--- config.mk ---
export PLATFORM = sky130hd
export DESIGN_NAME = mul_seq_flat
export DESIGN_NICKNAME = d
export VERILOG_FILES = /design/src/rtl/mul_pkg.sv /design/src/rtl/mul_seq_if.sv /design/src/rtl/add_w.sv /design/src/rtl/mul_seq.sv /design/src/flat_wrapper.sv
export SDC_FILE = /design/constraint.sdc
export NUM_CORES = 1
export LEC_CHECK = 0
export CAP_MARGIN = 10
export CORE_UTILIZATION = 55
export DETAILED_ROUTE_END_ITERATION = 6
export MAX_ROUTING_LAYER = met4
export PLACE_DENSITY = 0.79
export SYNTH_ARGS = -nofsm -noshare
export SYNTH_HDL_FRONTEND = slang
export SYNTH_HIERARCHICAL = 1
export SYNTH_SLANG_ARGS = --single-unit
export TNS_END_PERCENT = 50
--- constraint.sdc ---
create_clock -name clk -period 4.5 [get_ports clk]
set_input_delay 0.45 -clock clk [delete_from_list [all_inputs] [get_ports clk]]
set_output_delay 0.45 -clock clk [all_outputs]
set_load 0.01 [all_outputs]
--- src/rtl/mul_pkg.sv ---
// -----------------------------------------------------------------------------
// mul_pkg
// Shared definitions for the sequential shift-add multiplier:
//   - state_e   : control FSM states (IDLE, RUN, FIX, DONE)
//   - MUL_W     : default operand width
//   - cnt_width : width of the RUN bit counter for a given operand width
// -----------------------------------------------------------------------------
package mul_pkg;

    localparam int MUL_W = 16;

    typedef enum logic [1:0] {
        ST_IDLE = 2'd0,
        ST_RUN  = 2'd1,
        ST_FIX  = 2'd2,
        ST_DONE = 2'd3
    } state_e;

    // Counter runs W-1 down to 0, so $clog2(W) bits are always enough (W >= 2).
    function automatic int cnt_width(input int w);
        return $clog2(w);
    endfunction

endpackage

--- src/rtl/mul_seq_if.sv ---
// -----------------------------------------------------------------------------
// mul_seq_if
// Operation request / product response bundle for mul_seq.
//   in_valid, in_ready, a, b, signed_mode : request handshake and operands
//   out_valid, out_ready, p               : product handshake and result
// Modports:
//   master : issuer/consumer side (drives operands and out_ready)
//   slave  : multiplier side (drives in_ready, out_valid, p)
// -----------------------------------------------------------------------------
interface mul_seq_if
    import mul_pkg::*;
#(
    parameter int W = MUL_W
) ();

    logic           in_valid;
    logic           in_ready;
    logic [W-1:0]   a;
    logic [W-1:0]   b;
    logic           signed_mode;
    logic           out_valid;
    logic           out_ready;
    logic [2*W-1:0] p;

    modport master (
        output in_valid, a, b, signed_mode, out_ready,
        input  in_ready, out_valid, p
    );

    modport slave (
        input  in_valid, a, b, signed_mode, out_ready,
        output in_ready, out_valid, p
    );

endinterface

--- src/rtl/add_w.sv ---
// -----------------------------------------------------------------------------
// add_w
// Parametrised W-bit adder with carry-in and carry-out.
//   a_i, b_i : W-bit addends
//   ci_i     : carry-in
//   s_o      : W-bit sum
//   co_o     : carry-out
// -----------------------------------------------------------------------------
module add_w
    import mul_pkg::*;
#(
    parameter int W = MUL_W
) (
    input  logic [W-1:0] a_i,
    input  logic [W-1:0] b_i,
    input  logic         ci_i,
    output logic [W-1:0] s_o,
    output logic         co_o
);

    assign {co_o, s_o} = {1'b0, a_i} + {1'b0, b_i} + {{W{1'b0}}, ci_i};

endmodule

--- src/rtl/mul_seq.sv ---
// -----------------------------------------------------------------------------
// mul_seq
// Radix-2 sequential shift-add multiplier, W x W -> 2W, unsigned or signed.
// Signed operands are reduced to magnitudes on accept, the magnitudes are
// multiplied in W RUN cycles, and FIX negates the product when the operand
// signs differ.
//   clk  : rising-edge clock
//   rst  : synchronous active-high reset (aborts any operation)
//   bus  : mul_seq_if.slave (request/response handshake, operands, product)
// Latency: accept edge = 0, out_valid first high in cycle W+2.
// -----------------------------------------------------------------------------
module mul_seq
    import mul_pkg::*;
#(
    parameter int W = MUL_W
) (
    input  logic     clk,
    input  logic     rst,
    mul_seq_if.slave bus
);

    localparam int CW = cnt_width(W);

    state_e         state_q, state_d;
    logic [W-1:0]   mcand_q, mcand_d;     // multiplicand magnitude
    logic [W-1:0]   mplier_q, mplier_d;   // multiplier bits / low product half
    logic [W-1:0]   acc_hi_q, acc_hi_d;   // upper product half
    logic           neg_q, neg_d;         // product needs negation in FIX
    logic [CW-1:0]  cnt_q, cnt_d;

    logic           accept_s;
    logic [W-1:0]   a_mag_s, b_mag_s;
    logic [W-1:0]   addend_s;
    logic [W-1:0]   run_sum_s;
    logic           run_co_s;
    logic [2*W-1:0] fix_sum_s;
    logic           fix_co_unused_s;

    assign accept_s = (state_q == ST_IDLE) && bus.in_valid;

    // In W bits, |-2^(W-1)| wraps back to 2^(W-1), which is the correct
    // unsigned magnitude, so no extra bit is needed.
    assign a_mag_s = (bus.signed_mode && bus.a[W-1]) ? (~bus.a + W'(1)) : bus.a;
    assign b_mag_s = (bus.signed_mode && bus.b[W-1]) ? (~bus.b + W'(1)) : bus.b;

    assign addend_s = mplier_q[0] ? mcand_q : '0;

    // RUN accumulate step: acc_hi + (multiplier LSB ? multiplicand : 0).
    add_w #(.W(W)) u_add_run (
        .a_i  (acc_hi_q),
        .b_i  (addend_s),
        .ci_i (1'b0),
        .s_o  (run_sum_s),
        .co_o (run_co_s)
    );

    // FIX negation gets its own 2W-bit instance (~acc + 1) so FIX stays a
    // single cycle and the RUN adder keeps a plain W-bit operand path.
    add_w #(.W(2*W)) u_add_fix (
        .a_i  (~{acc_hi_q, mplier_q}),
        .b_i  ('0),
        .ci_i (1'b1),
        .s_o  (fix_sum_s),
        .co_o (fix_co_unused_s)
    );

    // State register with synchronous reset.
    always_ff @(posedge clk) begin
        if (rst) begin
            state_q <= ST_IDLE;
        end else begin
            state_q <= state_d;
        end
    end

    // Next-state logic.
    always_comb begin
        state_d = state_q;
        case (state_q)
            ST_IDLE: begin
                if (accept_s) state_d = ST_RUN;
                else          state_d = ST_IDLE;
            end
            ST_RUN: begin
                if (cnt_q == '0) state_d = ST_FIX;
                else             state_d = ST_RUN;
            end
            ST_FIX:  state_d = ST_DONE;
            ST_DONE: begin
                if (bus.out_ready) state_d = ST_IDLE;
                else               state_d = ST_DONE;
            end
            default: state_d = ST_IDLE;
        endcase
    end

    // Outputs decoded from registered state; rst only forces handshakes low.
    always_comb begin
        bus.in_ready  = 1'b0;
        bus.out_valid = 1'b0;
        bus.p         = {acc_hi_q, mplier_q};
        case (state_q)
            ST_IDLE: bus.in_ready  = !rst;
            ST_DONE: bus.out_valid = !rst;
            default: begin
                bus.in_ready  = 1'b0;
                bus.out_valid = 1'b0;
            end
        endcase
    end

    // Datapath next-state: capture, shift-add, optional negate.
    always_comb begin
        mcand_d  = mcand_q;
        mplier_d = mplier_q;
        acc_hi_d = acc_hi_q;
        neg_d    = neg_q;
        cnt_d    = cnt_q;
        case (state_q)
            ST_IDLE: begin
                if (accept_s) begin
                    mcand_d  = a_mag_s;
                    mplier_d = b_mag_s;
                    acc_hi_d = '0;
                    neg_d    = bus.signed_mode & (bus.a[W-1] ^ bus.b[W-1]);
                    cnt_d    = CW'(W-1);
                end else begin
                    cnt_d    = cnt_q;
                end
            end
            ST_RUN: begin
                // Shift {carry, sum, multiplier} right by one.
                acc_hi_d = {run_co_s, run_sum_s[W-1:1]};
                mplier_d = {run_sum_s[0], mplier_q[W-1:1]};
                cnt_d    = cnt_q - CW'(1);
            end
            ST_FIX: begin
                if (neg_q) begin
                    {acc_hi_d, mplier_d} = fix_sum_s;
                end else begin
                    acc_hi_d = acc_hi_q;
                end
            end
            default: begin
                cnt_d = cnt_q;
            end
        endcase
    end

    // Datapath registers with synchronous reset.
    always_ff @(posedge clk) begin
        if (rst) begin
            mcand_q  <= '0;
            mplier_q <= '0;
            acc_hi_q <= '0;
            neg_q    <= 1'b0;
            cnt_q    <= '0;
        end else begin
            mcand_q  <= mcand_d;
            mplier_q <= mplier_d;
            acc_hi_q <= acc_hi_d;
            neg_q    <= neg_d;
            cnt_q    <= cnt_d;
        end
    end

endmodule

--- src/flat_wrapper.sv ---
// flat-port wrapper written by rule: the top's interface ports become plain ports
module mul_seq_flat import mul_pkg::*;
#(
    parameter int W = MUL_W
)
  (clk, rst, bus_in_valid, bus_a, bus_b, bus_signed_mode, bus_out_ready, bus_in_ready, bus_out_valid, bus_p);
  mul_seq_if #(.W(W)) bus_i ();
  input  logic clk;
  input  logic rst;
  input wire logic [$bits(bus_i.in_valid)-1:0] bus_in_valid;
  input wire logic [$bits(bus_i.a)-1:0] bus_a;
  input wire logic [$bits(bus_i.b)-1:0] bus_b;
  input wire logic [$bits(bus_i.signed_mode)-1:0] bus_signed_mode;
  input wire logic [$bits(bus_i.out_ready)-1:0] bus_out_ready;
  output wire logic [$bits(bus_i.in_ready)-1:0] bus_in_ready;
  output wire logic [$bits(bus_i.out_valid)-1:0] bus_out_valid;
  output wire logic [$bits(bus_i.p)-1:0] bus_p;
  assign bus_i.in_valid = bus_in_valid;
  assign bus_i.a = bus_a;
  assign bus_i.b = bus_b;
  assign bus_i.signed_mode = bus_signed_mode;
  assign bus_i.out_ready = bus_out_ready;
  assign bus_in_ready = bus_i.in_ready;
  assign bus_out_valid = bus_i.out_valid;
  assign bus_p = bus_i.p;
  mul_seq #(.W(W)) u_core (.clk(clk), .rst(rst), .bus(bus_i));
endmodule
* Yosys cells after proc, flatten, opt, wreduce, memory -nomap -nowiden
Cells that the tools add are included.
** Storage, ports and cells
- Bits in registers :: 55
- Input port bits :: 37
- Output and inout port bits :: 34
- Word-level logic and storage cells :: 49
** Operators by class
- $add $sub $neg :: 5
- Equal/unequal tests :: 5
- Multiplexer cells :: 17
- Bitwise operators :: 5
- Reduce and logical (&&, ||, !) cells :: 11
** Operators by type and width (number)
- two-way mux 16 bit :: 7
- one-hot mux 16 bit (3 select lines) :: 2
- adder 16 x 1 -> 16 bit (second input constant) :: 2
- adder 32 x 1 -> 32 bit (second input constant) :: 1
- inverter 16 bit :: 2
- inverter 32 bit :: 1
- adder 16 x 16 -> 17 bit :: 1
- one-hot mux 2 bit (4 select lines) :: 1
- one-hot mux 4 bit (2 select lines) :: 1
- == test 2 bit (second input constant) :: 2
- logical NOT 4 bit :: 1
- two-way mux 2 bit :: 2
- two-way mux 4 bit :: 1
- inequality test 2 x 1 -> 1 bit (second input constant) :: 2
- AND reduction 2 bit :: 2
- subtractor 4 x 1 -> 4 bit (second input constant) :: 1
- logical AND 1 bit :: 3
- two-way mux 1 bit :: 3
- AND reduction 3 bit :: 1
- nonzero test 3 bit :: 1
- == test 2 x 1 -> 1 bit (second input constant) :: 1
- logical NOT 2 bit :: 1
- nonzero test 2 bit :: 1
- AND 1 bit :: 1
- 2 further kinds :: 2

* Logic depth before layout (Yosys ltp)
Gate-level depths: netlist (run 1).
- Word-level depth :: 5
- Depth in mapped cells :: 14
- Gate-level depth less buffers :: 13

* Hierarchy
The synthesis (run 1) kept the hierarchy.
** Modules (own cells, without submodules)
- mul_seq :: instances 1, cells each 468, area each 3510.9 um2, sequential area each 1101.1 um2
- add_w (u_core.u_add_fix) :: instances 1, cells each 259, area each 1854.3 um2, sequential area each 0.0 um2
- add_w (u_core.u_add_run) :: instances 1, cells each 94, area each 747.0 um2, sequential area each 0.0 um2

* Worst setup path before layout (run 1)
No wires, ideal clock.
- Kind :: register to register
- Start point :: register u_core.mplier_q[0]
- End point :: register u_core.acc_hi_q[12]
- Setup time :: 0.132 ns
- Data arrival time :: 3.255 ns
- Required time :: 4.368 ns
- Setup slack :: 1.113 ns
- Stages on the path, launching flop included :: 15
- Path buffers :: 1
- Period minus slack after synthesis :: 3.387 ns
- Cell sequence :: dfxtp_1 > clkbuf_1 > inv_1 > fa_1 > fa_1 > a21oi_1 > o32ai_1 > o211ai_2 > a21o_1 > o21ai_2 > a2111oi_0 > a311oi_1 > a22o_1 > nand3_1 > a21oi_1
** On the way
- Longest elaborated chain between the ends :: 4
- Elaborated cells between the ends (all ways) :: 6
- Classes of those cells :: add/sub (2); mux (3); bitwise (1)
** Ends and longest elaborated chain
- start, declared :: RTL line mul_seq.sv:26 : logic [W-1:0] mplier_q, mplier_d;
- start signal, assigned :: RTL line mul_seq.sv:160 : mplier_q <= mplier_d;
- inverter 32 bit :: RTL line mul_seq.sv:60 : .a_i (~{acc_hi_q, mplier_q}),
- adder 32 x 1 -> 32 bit :: RTL line add_w.sv:21 : assign {co_o, s_o} = {1'b0, a_i} + {1'b0, b_i} + {{W{1'b0}}, ci_i};
- net u_core.fix_sum_s[28] :: RTL line mul_seq.sv:36 : logic [2*W-1:0] fix_sum_s;
- two-way mux 16 bit :: RTL line mul_seq.sv:138 : if (neg_q) begin
- one-hot mux 16 bit (3 select lines) :: RTL line mul_seq.sv:119 : case (state_q)
- end signal, assigned :: RTL line mul_seq.sv:161 : acc_hi_q <= acc_hi_d;
- end, declared :: RTL line mul_seq.sv:27 : logic [W-1:0] acc_hi_q, acc_hi_d;
The timed path passes the listed nets, and every way through them passes these cells. The select of a mux whose other input is x is not followed.
A chain may end at the register's enable or synchronous reset.

* Worst setup path after layout (run 1)
- Start point :: register u_core.mplier_q[0]
- End point :: register u_core.acc_hi_q[4]
Same word-level chain as after synthesis.

==> results of run 1 <==
[stage by stage]
step | util, % | total power [uW] | cells | hold WS [ns] | area, um2
2_1_floorplan | - | 1070 | 850 | 0.427 | 6210
3_3_place_gp | 64.2 | 1250 | 1023 | 0.439 | 6930
3_5_place_dp | 64.2 | 1270 | 1023 | 0.446 | 6930
4_1_cts | 65.2 | 1610 | 1030 | 0.461 | 7030
5_1_grt | 65.2 | 1730 | 1030 | 0.485 | 7030
6_report | 65.2 | 1630 | 1030 | 0.461 | 7030
[cell usage in the layout (no fill, tap or decap), types with 10 or more instances in the layout]
master / count
a22o_1: 18
a21oi_1: 80
xnor2_1: 29
o211ai_1: 12
nand3_1: 33
and3_1: 11
ha_1: 54
conb_1: 35
clkdlybuf4s50_1: 69
o21ai_0: 33
xor2_1: 26
nand4_1: 12
nor3_1: 22
and2_1: 19
inv_1: 52
a22oi_1: 16
nand2_1: 64
a21o_1: 21
dfxtp_1: 55
or3_1: 10
nor2_1: 53
a31oi_1: 13
a211oi_1: 16
[power breakdown]
group | switching [uW] | total (uW) | leakage [uW] | internal [uW]
clock network | 180 | 344 | 0.0000502 | 163
registers | 38.9 | 568 | 0.000452 | 529
logic | 427 | 719 | 0.00227 | 292
total | 646 | 1630 | 0.00278 | 985
[metal layers]
metal | global-route usage, % | routed length (um) | part of all wire, % | vias to the layer above
met5 | - | 0 | 0 | -
met4 | 7.14 | 238 | 1.4 | 0
met3 | 5.71 | 1040 | 5.9 | 17
met2 | 54.0 | 8260 | 47 | 207
met1 | 40.9 | 7960 | 45 | 3013
li1 | - | - | - | 3137
[final timing paths]
check	from	end	cells after the start
worst max-delay path	u_core/mplier_q[0]	u_core/acc_hi_q[4]	13
worst min-delay path	u_core/neg_q	u_core/neg_q	2
worst min register to register	u_core/neg_q	u_core/neg_q	2
worst max register to register	u_core/mplier_q[0]	u_core/acc_hi_q[4]	13
[worst register-to-register path: cells and delay by family, from the launching register on]
kind                       cells  cell delay (ns)
DFF                            1             0.60
AOI/OAI and AO/OA              7             1.48
adders and majority gates      2             0.93
and+or+nand+nor                3             0.47
buffers and inverters          1             0.13
[area by class of cell]
| type | instances | share of cell area (%) |
|---|---|---|
| repair buffers | 76 | 10.5 |
| well taps | 140 | 2.49 |
| clock inverters | 2 | 0.534 |
| inverters | 53 | 2.83 |
| multi-input cells | 699 | 67.0 |
| flip-flops and latches | 55 | 15.7 |
| clock buffers | 5 | 0.978 |
[sequential cells by signal (all words and copies together) (netlist names)]
name,cells
u_core/mplier_q,16
u_core/mcand_q,16
u_core/state_q,2
u_core/acc_hi_q,16
u_core/cnt_q,4
u_core/neg_q,1
==> impl_metrics.toml, run 1 <==
[sta]
setup_tns_ns = 0
post-route-period-util_pct = 82.9
tightest_slew_ns = 0.938
hold_viol_final = 0
setup_slack_ns = 0.770
slew_headroom_pct = 37.5
drv_slew = 0
max_freq_ghz = 0.268
rsz0062_at_grt = "no"
fin_crit_ns = 3.73
skew_ns = 0.0107
setup_violations = 0

[worst_setup_path]
crit_type = "reg2reg"
path_buf_inv = 1
crit_required_ns = 4.70
cp.arrival_ns = 3.93
start_kind = "flop"
rrSetupSlack_ns = 0.77
critPathSlowestCell = "dfxtp_1"
critPathCaptureType = "flop"
worst_path_largest_cell_delay_ns = 0.60
crit_fanout = 19
path_cells = "inv_1, fa_1, fa_1, a21oi_1, o32ai_1, o211ai_2, a2111oi_2, o21bai_1, nor4bb_1, nor3b_1, a22o_1, nand3_1, a21oi_1"
critPathTopFamily = "compound AO/OA/AOI/OAI gates"

[global_routing]
track_usage_pct = 32.4
overflow = 0
grt_pass1_wl_mm = 28.9
grt_max_degree = 39
grt_pass1_vias = 6009
antenna_found_initial = 0

[outcome]
status = "completed"

[floorplan]
rows = 38
coreArea_mm2 = 0.0108
pin_count = 71
die_h_um = 107
dieArea_mm2 = 0.0115
initial_utilization_pct = 56.4
die_w_um = 107

[logic_synthesis]
syn_area_per_cell_um2 = 7.45
ys_warn_count = 6
synth_cells = 817
netlist_area_mm2 = 0.00609

[clock_tree]
htree_levels = 2
cts_tree = "built"
cts_num_sinks = 55
clock_tree.buffer_depth = 2
cts.clk_slew.worst_paths_ns = 0.11
cts_setup_buffers = 0
holdBufCountCts = 0
root_buffer = "clkbuf_8"
cts_buffers = 5
cts_resized = 0
clkLatencyLatePin_ns = 0.33

[finish]
area_delta_synth_final_pct = 15.5
antenna_cells = 0
drive_gt1_share_pct = 4.16
regArea_mm2 = 0.00110
nets = 985
nFillCells = 979
multiInputGateArea_mm2 = 0.00471

[detailed_routing]
routed_wl_mm = 17.5
ant_nets = 0
viasPerCell = 6.19
num_vias = 6374
wire_per_inst_um = 17.0
drc = 0
dr.pass1.iters = 5
drt_iter0_drc = 517

[worst_hold_path]
worstHoldPathType = "reg2reg"

[placed_design]
io_buffers = 70
post-dp-hpwl_mm = 13.6
gp_congestion = 0.931
dp_slack_ns = 0.860

[job]
cap_violations = 0

[pwr]
leakage_uw = 0.00278
peakVddDrop_v = 0.000251
p_per_area_mw_per_mm2 = 232
No activity file was read; power rests on OpenSTA's default activity.
==> run 2: changes to the inputs <==
--- a/config.mk
+++ b/config.mk
@@ -6,7 +6,7 @@
 export NUM_CORES = 1
 export LEC_CHECK = 0
 export CAP_MARGIN = 10
-export CORE_UTILIZATION = 55
+export CORE_UTILIZATION = 53
 export DETAILED_ROUTE_END_ITERATION = 6
 export MAX_ROUTING_LAYER = met4
 export PLACE_DENSITY = 0.79
==> constraint.sdc (replaced) <==
create_clock -name clk -period 3 [get_ports clk]
set_input_delay 0.3 -clock clk [delete_from_list [all_inputs] [get_ports clk]]
set_output_delay 0.3 -clock clk [all_outputs]
set_load 0.01 [all_outputs]
==> run 2 against run 1 <==
First-iteration DRC count up 9.7%. Sequential share of layout area down 0.80 points. Global-route usage up 0.083 points. Clock power up 76%. Critical endpoint is now u_core/acc_hi_q[12]. Largest cell class unchanged.
==> impl_metrics.toml, run 2 (synthesis gave the netlist of run 1 again) <==
[job]
cap_violations = 0

[worst_setup_path]
reg2reg_from = "u_core/mplier_q[0]"
critPathCaptureType = "flop"
cp.arrival_ns = 3.12
path_common_cell = "fa_2"
path_depth = 13
start_kind = "flop"
reg2reg_depth = 13
crit_path_end = "u_core/acc_hi_q[12]"
cp-startpoint = "u_core/mplier_q[0]"
critPathSlowestCell = "fa_2"
crit_fanout = 4
worst_path_largest_cell_delay_ns = 0.38
path_buf_inv = 1
r2r-end = "u_core/acc_hi_q[12]"
crit_required_ns = 3.17
path_cells = "inv_2, fa_2, fa_2, a21oi_4, o32ai_4, o211ai_2, a21o_1, o21ai_4, a2111oi_4, a311oi_2, a22o_1, nand3_2, a21oi_2"
rrSetupSlack_ns = 0.05
crit_type = "reg2reg"
critPathTopFamily = "compound AO/OA/AOI/OAI gates"

[placed_design]
post-dp-hpwl_mm = 14.0
gp_congestion = 0.926
placed_area_mm2 = 0.00710
dp_slack_ns = -0.0700
placed_cells = 1044
io_buffers = 70

[global_routing]
overflow = 0
grt_pass1_wl_mm = 29.8
grt_max_degree = 39
antenna_found_initial = 0
grt_pass1_vias = 6328
track_usage_pct = 32.5

[floorplan]
coreArea_mm2 = 0.0110
die_h_um = 109
initial_utilization_pct = 55.2
pin_count = 71
dieArea_mm2 = 0.0119
rows = 38
die_w_um = 109

[pwr]
leakage_uw = 0.00295
p_per_area_mw_per_mm2 = 358
finalPower_uw = 2660
peakVddDrop_v = 0.000256

[finish]
layout.cells.most_common = "a21oi_1"
final_area_mm2 = 0.00744
drive_gt1_share_pct = 9.59
nets = 1012
nFillCells = 955
finalNonFillerCells = 1058
area_delta_synth_final_pct = 22.2
top_regs = "u_core/acc_hi_q (16), u_core/mcand_q (16), u_core/mplier_q (16)"
antenna_cells = 0
final_cell_mix = "a21oi_1 (76), clkdlybuf4s50_1 (69), nand2_1 (64)"

[detailed_routing]
dr.pass1.iters = 5
num_vias = 6576
wire_per_inst_um = 17.3
drc = 0
routed_wl_mm = 18.3
viasPerCell = 6.22
drt_iter0_drc = 567
ant_nets = 0

[clock_tree]
cts.clk_slew.worst_paths_ns = 0.07
clkLatencyLatePin_ns = 0.30
clock_tree.buffer_depth = 2
cts_tree = "built"
root_buffer = "clkbuf_16"
htree_levels = 2
cts_num_sinks = 55
cts_buffers = 5

[sta]
tightest_slew_ns = 0.889
setup_slack_ns = 0.0504
fin_crit_ns = 2.95
max_freq_ghz = 0.339
setup_violations = 0
hold_viol_final = 0
rsz0062_at_grt = "yes"
setup_tns_ns = 0
skew_ns = 0.00750
drv_slew = 0
post-route-period-util_pct = 98.3
slew_headroom_pct = 40.7

[outcome]
status = "completed"

[worst_hold_path]
worstHoldPathType = "in2reg"
[run 2: layer usage]
metal	GRT usage [%]	share of wire, %	routed length, um
met1	43.0	46	8350
met2	51.8	46	8490
met3	3.41	6.1	1130
met4	10.3	1.8	329
met5	-	0	0
[run 2: final cells by class]
cell class / instances / area [um2] / area share, %
inverters: 53 / 199 / 2.67
flip-flops and latches: 55 / 1100 / 14.9
well taps: 140 / 175 / 2.35
clock buffers: 7 / 143 / 1.92
repair buffers: 103 / 947 / 12.7
multi-input cells: 699 / 4860 / 65.4
clock inverters: 1 / 5.00 / 0.0673
[run 2: how the worst min path moves through the flow]
| stage | slack, ns | start | endpoint | cells after the start |
|---|---|---|---|---|
| 2_1_floorplan | 0.43 | u_core/neg_q | u_core/neg_q | 2 |
| 3_3_place_gp | 0.44 | u_core/neg_q | u_core/neg_q | 2 |
| 3_5_place_dp | 0.45 | u_core/mcand_q[15] | u_core/mcand_q[15] | 2 |
| 4_1_cts | 0.36 | rst | u_core/mplier_q[2] | 2 |
| 5_1_grt | 0.38 | rst | u_core/mplier_q[2] | 2 |
| 6_report | 0.37 | rst | u_core/mplier_q[2] | 2 |
[run 2: worst register-to-register path, delay by kind of cell, from the launching register on]
| family | cells | cell delay [ns] |
|---|---|---|
| and+or+nand+nor | 1 | 0.08 |
| adders and majority gates | 2 | 0.72 |
| AOI/OAI and AO/OA | 9 | 1.63 |
| buffers and inverters | 1 | 0.04 |
| DFF | 1 | 0.35 |
[run 2: repair_timing]
| item | 4_1_cts | 5_1_grt |
|---|---|---|
| pin swaps | 1 | 19 |
| buffers inserted | 1 | 5 |
| resized for setup | 6 | 21 |
| hold buffers | 0 | 0 |
| setup endpoints to repair | 11 | 19 |
[run 2: stage by stage]
step           utilization [%]  hold slack (ns)
3_5_place_dp              64.4            0.454
6_report                  67.4            0.367
4_1_cts                   66.1            0.361
3_3_place_gp              64.4            0.443
5_1_grt                   67.4            0.378
2_1_floorplan                -            0.427
[run 2: where the power goes]
group | leakage [uW] | internal (uW) | total (uW) | switching, uW
combinational | 0.00242 | 503 | 1210 | 706
clock | 0.0000739 | 332 | 605 | 273
sequential | 0.000453 | 795 | 850 | 55.2
total | 0.00295 | 1630 | 2660 | 1030
